<file path="config.mk">
export PLATFORM = sky130hd
export DESIGN_NAME = regfile_mp_flat
export DESIGN_NICKNAME = d
export VERILOG_FILES = /design/src/rtl/regfile_mp_if.sv /design/src/rtl/regfile_mp.sv /design/src/flat_wrapper.sv
export SDC_FILE = /design/constraint.sdc
export NUM_CORES = 2
export LEC_CHECK = 0
export ABC_AREA = 1
export CORE_ASPECT_RATIO = 0.75
export CORE_MARGIN = 2
export CORE_UTILIZATION = 25
export CTS_CLUSTER_SIZE = 24
export DETAILED_ROUTE_END_ITERATION = 7
export GPL_ROUTABILITY_DRIVEN = 1
export PLACE_DENSITY = 0.42
export SETUP_SLACK_MARGIN = 0.2
export SLEW_MARGIN = 20
export SYNTH_ARGS = -nofsm -noshare
export SYNTH_HDL_FRONTEND = slang
export SYNTH_SLANG_ARGS = --single-unit
</file>
<file path="constraint.sdc">
create_clock -name clk -period 36.5 [get_ports clk]
set_input_delay 10.95 -clock clk [delete_from_list [all_inputs] [get_ports clk]]
set_output_delay 10.95 -clock clk [all_outputs]
set_load 0.05 [all_outputs]
</file>
<file path="src/rtl/regfile_mp_if.sv">
// Bus bundle for regfile_mp: read ports, two write ports, reservation
// and flush controls, and the scoreboard/status outputs.
//   master: drives addresses, write and reservation controls
//   slave : the register file; drives read data, busy flags and status
interface regfile_mp_if #(
    parameter int unsigned DATA_W = 32,
    parameter int unsigned ADDR_W = 4,
    parameter int unsigned NUM_RD = 2
) ();
    logic [NUM_RD*ADDR_W-1:0] rd_addr;
    logic [NUM_RD*DATA_W-1:0] rd_data;
    logic [NUM_RD-1:0]        rd_busy;
    logic                     wa_en;
    logic [ADDR_W-1:0]        wa_addr;
    logic [DATA_W-1:0]        wa_data;
    logic                     wb_en;
    logic [ADDR_W-1:0]        wb_addr;
    logic [DATA_W-1:0]        wb_data;
    logic                     rsv_en;
    logic [ADDR_W-1:0]        rsv_addr;
    logic                     rsv_ok;
    logic                     flush;
    logic [ADDR_W:0]          busy_cnt;
    logic                     wr_conflict;
    logic                     rsv_err;

    modport master (
        output rd_addr, wa_en, wa_addr, wa_data, wb_en, wb_addr, wb_data,
               rsv_en, rsv_addr, flush,
        input  rd_data, rd_busy, rsv_ok, busy_cnt, wr_conflict, rsv_err
    );

    modport slave (
        input  rd_addr, wa_en, wa_addr, wa_data, wb_en, wb_addr, wb_data,
               rsv_en, rsv_addr, flush,
        output rd_data, rd_busy, rsv_ok, busy_cnt, wr_conflict, rsv_err
    );
endinterface

</file>
<file path="src/rtl/regfile_mp.sv">
// Multi-read / dual-write register file with write-through bypass and a
// per-register busy scoreboard used for hazard stalls.
// Ports:
//   clk  - rising-edge clock
//   rst  - asynchronous active-high reset
//   bus  - regfile_mp_if.slave: read ports (combinational data/busy),
//          write port A (priority) and B, reserve/flush controls,
//          rsv_ok (combinational), busy_cnt / wr_conflict / rsv_err (registered)
module regfile_mp #(
    parameter int unsigned DATA_W   = 32,
    parameter int unsigned ADDR_W   = 4,
    parameter int unsigned NUM_RD   = 2,
    parameter int unsigned ZERO_REG = 1,
    parameter int unsigned BYPASS   = 1
) (
    input  logic         clk,
    input  logic         rst,
    regfile_mp_if.slave  bus
);
    localparam int unsigned NUM_REGS = 2**ADDR_W;
    localparam bit          ZR       = (ZERO_REG != 0);
    localparam bit          BP       = (BYPASS != 0);

    logic [DATA_W-1:0]       r_regs [NUM_REGS];
    logic [NUM_REGS-1:0]     r_busy;
    logic [ADDR_W:0]         r_busy_cnt;
    logic                    r_wr_conflict;
    logic                    r_rsv_err;

    logic                    w_same;
    logic                    w_wa_acc;
    logic                    w_wb_acc;
    logic                    w_conflict;
    logic                    w_rsv_ok;
    logic                    w_rsv_set;
    logic [NUM_REGS-1:0]     w_busy_nxt;
    logic [ADDR_W:0]         w_cnt_nxt;
    logic [ADDR_W-1:0]       w_ra;
    logic [NUM_RD*DATA_W-1:0] w_rd_data;
    logic [NUM_RD-1:0]       w_rd_busy;

    function automatic logic is_zero(input logic [ADDR_W-1:0] a);
        return ZR && (a == '0);
    endfunction

    // Write acceptance: A wins a same-address collision, zero reg drops writes
    always_comb begin
        w_same     = bus.wa_en && bus.wb_en && (bus.wa_addr == bus.wb_addr);
        w_wa_acc   = bus.wa_en && !is_zero(bus.wa_addr);
        w_wb_acc   = bus.wb_en && !is_zero(bus.wb_addr) && !w_same;
        w_conflict = w_same && !is_zero(bus.wa_addr);
        w_rsv_ok   = is_zero(bus.rsv_addr) || !r_busy[bus.rsv_addr];
        w_rsv_set  = bus.rsv_en && w_rsv_ok && !is_zero(bus.rsv_addr);
    end

    // Next busy vector: clears first so a same-edge reservation wins; flush overrides all
    always_comb begin
        w_busy_nxt = r_busy;
        if (w_wa_acc) w_busy_nxt[bus.wa_addr] = 1'b0;
        if (w_wb_acc) w_busy_nxt[bus.wb_addr] = 1'b0;
        if (w_rsv_set) w_busy_nxt[bus.rsv_addr] = 1'b1;
        if (bus.flush) w_busy_nxt = '0;
        w_cnt_nxt = '0;
        for (int i = 0; i < NUM_REGS; i++) begin
            w_cnt_nxt = w_cnt_nxt + (ADDR_W+1)'(w_busy_nxt[i]);
        end
    end

    // Combinational read ports with optional forwarding of this cycle's writes
    always_comb begin
        w_ra      = '0;
        w_rd_data = '0;
        w_rd_busy = '0;
        for (int k = 0; k < NUM_RD; k++) begin
            w_ra = bus.rd_addr[k*ADDR_W +: ADDR_W];
            if (is_zero(w_ra)) begin
                w_rd_data[k*DATA_W +: DATA_W] = '0;
                w_rd_busy[k]                  = 1'b0;
            end else if (BP && w_wa_acc && (bus.wa_addr == w_ra)) begin
                w_rd_data[k*DATA_W +: DATA_W] = bus.wa_data;
                w_rd_busy[k]                  = 1'b0;
            end else if (BP && w_wb_acc && (bus.wb_addr == w_ra)) begin
                w_rd_data[k*DATA_W +: DATA_W] = bus.wb_data;
                w_rd_busy[k]                  = 1'b0;
            end else begin
                w_rd_data[k*DATA_W +: DATA_W] = r_regs[w_ra];
                w_rd_busy[k]                  = r_busy[w_ra];
            end
        end
    end

    // Storage array
    always_ff @(posedge clk or posedge rst) begin
        if (rst) begin
            for (int i = 0; i < NUM_REGS; i++) r_regs[i] <= '0;
        end else begin
            if (w_wa_acc) r_regs[bus.wa_addr] <= bus.wa_data;
            if (w_wb_acc) r_regs[bus.wb_addr] <= bus.wb_data;
        end
    end

    // Scoreboard and status pulses
    always_ff @(posedge clk or posedge rst) begin
        if (rst) begin
            r_busy        <= '0;
            r_busy_cnt    <= '0;
            r_wr_conflict <= 1'b0;
            r_rsv_err     <= 1'b0;
        end else begin
            r_busy        <= w_busy_nxt;
            r_busy_cnt    <= w_cnt_nxt;
            r_wr_conflict <= w_conflict;
            r_rsv_err     <= bus.rsv_en && !w_rsv_ok;
        end
    end

    assign bus.rd_data     = w_rd_data;
    assign bus.rd_busy     = w_rd_busy;
    assign bus.rsv_ok      = w_rsv_ok;
    assign bus.busy_cnt    = r_busy_cnt;
    assign bus.wr_conflict = r_wr_conflict;
    assign bus.rsv_err     = r_rsv_err;
endmodule

</file>
<file path="src/flat_wrapper.sv">
// flat-port wrapper written by rule: the top's interface ports become plain ports
module regfile_mp_flat 
#(
    parameter int unsigned DATA_W   = 32,
    parameter int unsigned ADDR_W   = 4,
    parameter int unsigned NUM_RD   = 2,
    parameter int unsigned ZERO_REG = 1,
    parameter int unsigned BYPASS   = 1
)
  (clk, rst, bus_rd_addr, bus_wa_en, bus_wa_addr, bus_wa_data, bus_wb_en, bus_wb_addr, bus_wb_data, bus_rsv_en, bus_rsv_addr, bus_flush, bus_rd_data, bus_rd_busy, bus_rsv_ok, bus_busy_cnt, bus_wr_conflict, bus_rsv_err);
  regfile_mp_if #(.DATA_W(DATA_W), .ADDR_W(ADDR_W), .NUM_RD(NUM_RD)) bus_i ();
  input  logic clk;
  input  logic rst;
  input wire logic [$bits(bus_i.rd_addr)-1:0] bus_rd_addr;
  input wire logic [$bits(bus_i.wa_en)-1:0] bus_wa_en;
  input wire logic [$bits(bus_i.wa_addr)-1:0] bus_wa_addr;
  input wire logic [$bits(bus_i.wa_data)-1:0] bus_wa_data;
  input wire logic [$bits(bus_i.wb_en)-1:0] bus_wb_en;
  input wire logic [$bits(bus_i.wb_addr)-1:0] bus_wb_addr;
  input wire logic [$bits(bus_i.wb_data)-1:0] bus_wb_data;
  input wire logic [$bits(bus_i.rsv_en)-1:0] bus_rsv_en;
  input wire logic [$bits(bus_i.rsv_addr)-1:0] bus_rsv_addr;
  input wire logic [$bits(bus_i.flush)-1:0] bus_flush;
  output wire logic [$bits(bus_i.rd_data)-1:0] bus_rd_data;
  output wire logic [$bits(bus_i.rd_busy)-1:0] bus_rd_busy;
  output wire logic [$bits(bus_i.rsv_ok)-1:0] bus_rsv_ok;
  output wire logic [$bits(bus_i.busy_cnt)-1:0] bus_busy_cnt;
  output wire logic [$bits(bus_i.wr_conflict)-1:0] bus_wr_conflict;
  output wire logic [$bits(bus_i.rsv_err)-1:0] bus_rsv_err;
  assign bus_i.rd_addr = bus_rd_addr;
  assign bus_i.wa_en = bus_wa_en;
  assign bus_i.wa_addr = bus_wa_addr;
  assign bus_i.wa_data = bus_wa_data;
  assign bus_i.wb_en = bus_wb_en;
  assign bus_i.wb_addr = bus_wb_addr;
  assign bus_i.wb_data = bus_wb_data;
  assign bus_i.rsv_en = bus_rsv_en;
  assign bus_i.rsv_addr = bus_rsv_addr;
  assign bus_i.flush = bus_flush;
  assign bus_rd_data = bus_i.rd_data;
  assign bus_rd_busy = bus_i.rd_busy;
  assign bus_rsv_ok = bus_i.rsv_ok;
  assign bus_busy_cnt = bus_i.busy_cnt;
  assign bus_wr_conflict = bus_i.wr_conflict;
  assign bus_rsv_err = bus_i.rsv_err;
  regfile_mp #(.DATA_W(DATA_W), .ADDR_W(ADDR_W), .NUM_RD(NUM_RD), .ZERO_REG(ZERO_REG), .BYPASS(BYPASS)) u_core (.clk(clk), .rst(rst), .bus(bus_i));
endmodule
</file>
==> flow_summary.toml <==
[logic_synthesis]
synthAdderAreaFrac = 0.00709
yosys-top-cells-count = "1697 x nand2_1, 953 x o21ai_0, 902 x nand3_1, 535 x dfrtp_1, 364 x clkbuf_1"
synth.area.top_cells = "dfrtp_1 36%, nand2_1 17%, o21ai_0 13%"
synth_fp_nets = 5830
yosys-mux-area-fraction = 0.0251
netlist-cell-type-count = 40
yosys_most_used_dff = "dfrtp_1"
synth_top_family_by_area = "simple AND/OR/NAND/NOR gates"
number_of_instances_in_the_synthesized_netlist = 5725
post_synth_simple_gate_area = 0.321
warnings_from_yosys = 0
edff_count_synth = 0
synth-seq-area-share = 0.361
synth_area_sq_mm = 0.0371
netlist.area_leader.share = 0.361
synth-async-reset-ratio = 1.00
syn-mean-instance-area_sq_um = 6.48
postSynthRegisterBits = 535
synth-compound-area-share = 0.185
synth_xor_xnor_area_share = 0.00213
dominant_cell_type_by_area_after_synthesis = "dfrtp_1"
yosys.cell_count.top_type = "nand2_1"

[setup_path]
critPathKind = "in -> out"
critical_path_required_ns = 25.55
arrival_ns = 15.29
type_of_element_capturing_the_critical_path = "output port"
critical_path_peak_fanout = 104
critPathLaunchType = "input port"

[sta]
layout_min_cycle_time_ns = 26.24
max_clock_freq_mhz = 38.1
report.final.slew_viol_count = 0
setup_slack_ns = 10.26
tns_ns = 0
finalCritPeriodShare = 0.719
final-hold-violation-count = 0
rsz_0062_raised_after_global_routing = "no"
tightestPinTransition_ns = 1.16
finalSetupViolCount = 0
finalClockSkew_ns = 0.0180
worst_slew_margin_rel = 0.224

[clocking]
worst_setup_hold_path_clk_slew_ns = 0.06
hold_buffers = 0
cts_setup_buffers = 0
worstSkewPairLatency_ns = 0.67
clock_tree.htree_level_count = 3
cts_root_buffer = "clkbuf_16"
cts_inserted_buffers = 66
clock_sinks = 535
clock_tree.buffer_depth = 3
cts_resized = 0
cts_tree = "built"

[global_route]
antenna_violations_before_repair = 3
number_of_global_route_vias_before_repair = 37033
global_route_wire_length_before_repair_mm = 280
grt_use_total = 0.251
largest_net_degree_at_the_start_of_global_routing = 163
remaining_global_route_overflow = 0

[routing]
remaining_design_rule_violation_count = 0
dr_total_vias = 40137
detail_route.wl_per_cell_um = 25.9
detail_route.vias_per_cell = 5.33
drt_wl_total_mm = 195
drt_iter0_markers = 5317
postRouteAntennaNets = 0
drtPass1Iterations = 8

[floorplan]
floorplan.rows = 122
core-area_sq_mm = 0.147
initial_core_util = 0.252
ioPinCount = 164
floorplan.die.height_um = 337
die_w_um = 449
die-area_sq_mm = 0.151

[placement]
place.detailed.instances = 7414
placed_cell_area_sq_mm = 0.0398
gpl.final_weighted_congestion = 0.851
pre_cts_ws_ns = 10.28
io_buffers = 163
hpwl_mm = 109

[cells_and_area]
layoutNonFillerInstCount = 7527
nNetsFinal = 5603
post_route_cells_drive_above_1_share = 0.0476
fillCellCount = 16219
area_delta_synth_final_pct = 13.0
final_design_area_no_fill_sq_mm = 0.0419

[status]
outcome = "finished clean"

[pwr]
peakVddDrop_v = 0.0000262
power-per-cell-area_mw_per_mm2 = 50.3
power.leakage_nw = 18.4

[min_path]
min_path_type = "reg -> reg"

[run]
max_cap_violations = 0
logic make-up after synthesis:
kind of cell / count (synthesis)
muxes: 93
AOI/OAI and AO/OA: 1338
DFF: 535
xor gates and xnor gates: 9
buffers and inverters: 910
and+or+nand+nor: 2825
adders and majority gates: 15
worst max-delay path, stage by stage:
cell	delay, ns
buf_4	0.15
inv_8	0.50
buf_4	0.81
buf_4	0.73
a21oi_1	0.07
o21ai_0	0.11
nand3_1	0.10
nand3_1	0.11
nand2_1	0.06
nor3b_1	0.57
clkdlybuf4s50_1	0.93
flip-flops by register name, summed over array words and instances (netlist names):
register	flops
u_core.bus.wr_conflict	1
u_core.bus.rsv_err	1
u_core.r_busy	16
u_core.r_regs	512
u_core.bus.busy_cnt	5
final cells by class:
cell class                      count  area [sq um]  share of cell area
Multi-Input combinational cell   4280         20200               0.482
Sequential cell                   535         13400               0.320
Tap cell                         1984          2480              0.0592
Timing Repair Buffer              259          2360              0.0563
Clock buffer                       94          1890              0.0451
Inverter                          356          1380              0.0329
Clock inverter                     18           205             0.00490
Antenna cell                        1          2.50           0.0000597
report_power, final:
| part | switching [mW] | internal, mW | total (mW) | leakage (nW) |
|---|---|---|---|---|
| Sequential | 0.0979 | 0.725 | 0.823 | 6.64 |
| Combinational | 0.391 | 0.209 | 0.600 | 10.7 |
| Clock | 0.301 | 0.382 | 0.683 | 1.03 |
per-stage QoR:
step                total power [mW]  hold slack (ns)  utilization
floorplan                       1.23            0.440            -
global placement                1.42            0.381        0.270
detailed placement              1.42            0.382        0.270
CTS                             2.11            0.397        0.284
global route                    2.23            0.411        0.284
finish                          2.11            0.397        0.284
path summary, 6_finish.rpt:
check	startpoint	depth (start not counted)	end	slack [ns]
min in group asynchronous	rst	2	u_core.r_regs[425]$_DFF_PP0_	10.84
hold / removal	u_core.r_regs[510]$_DFF_PP0_	0	u_core.r_regs[510]$_DFF_PP0_	0.40
hold reg to reg	u_core.r_regs[510]$_DFF_PP0_	0	u_core.r_regs[510]$_DFF_PP0_	0.40
max in group asynchronous	rst	5	u_core.r_regs[123]$_DFF_PP0_	22.51
setup / recovery	bus_rd_addr[5]	11	bus_rd_busy[1]	10.26
setup reg to reg	u_core.r_busy[11]$_DFF_PP0_	20	u_core.bus.busy_cnt[1]$_DFF_PP0_	31.25
metal layers:
metal,vias to the layer above,part of all wire,track usage
li1,18404,-,-
met1,19477,0.46,0.361
met2,1935,0.43,0.384
met3,321,0.075,0.0354
met4,0,0.035,0.0845
met5,-,0,0
placed cells by master (no fill, tap or decap), types with 20 or more instances in the layout:
cell	synthesis	routed
nand2_1	1697	1689
o21ai_0	953	953
nand3_1	902	899
dfrtp_1	535	535
inv_1	336	328
a21oi_1	297	297
nor2_1	182	175
clkdlybuf4s50_1	0	155
buf_4	9	98
mux2i_1	93	93
clkbuf_16	0	67
a31oi_1	32	32
o21a_1	32	32
nand4_1	20	20
Power figures use the tool's default switching activity.
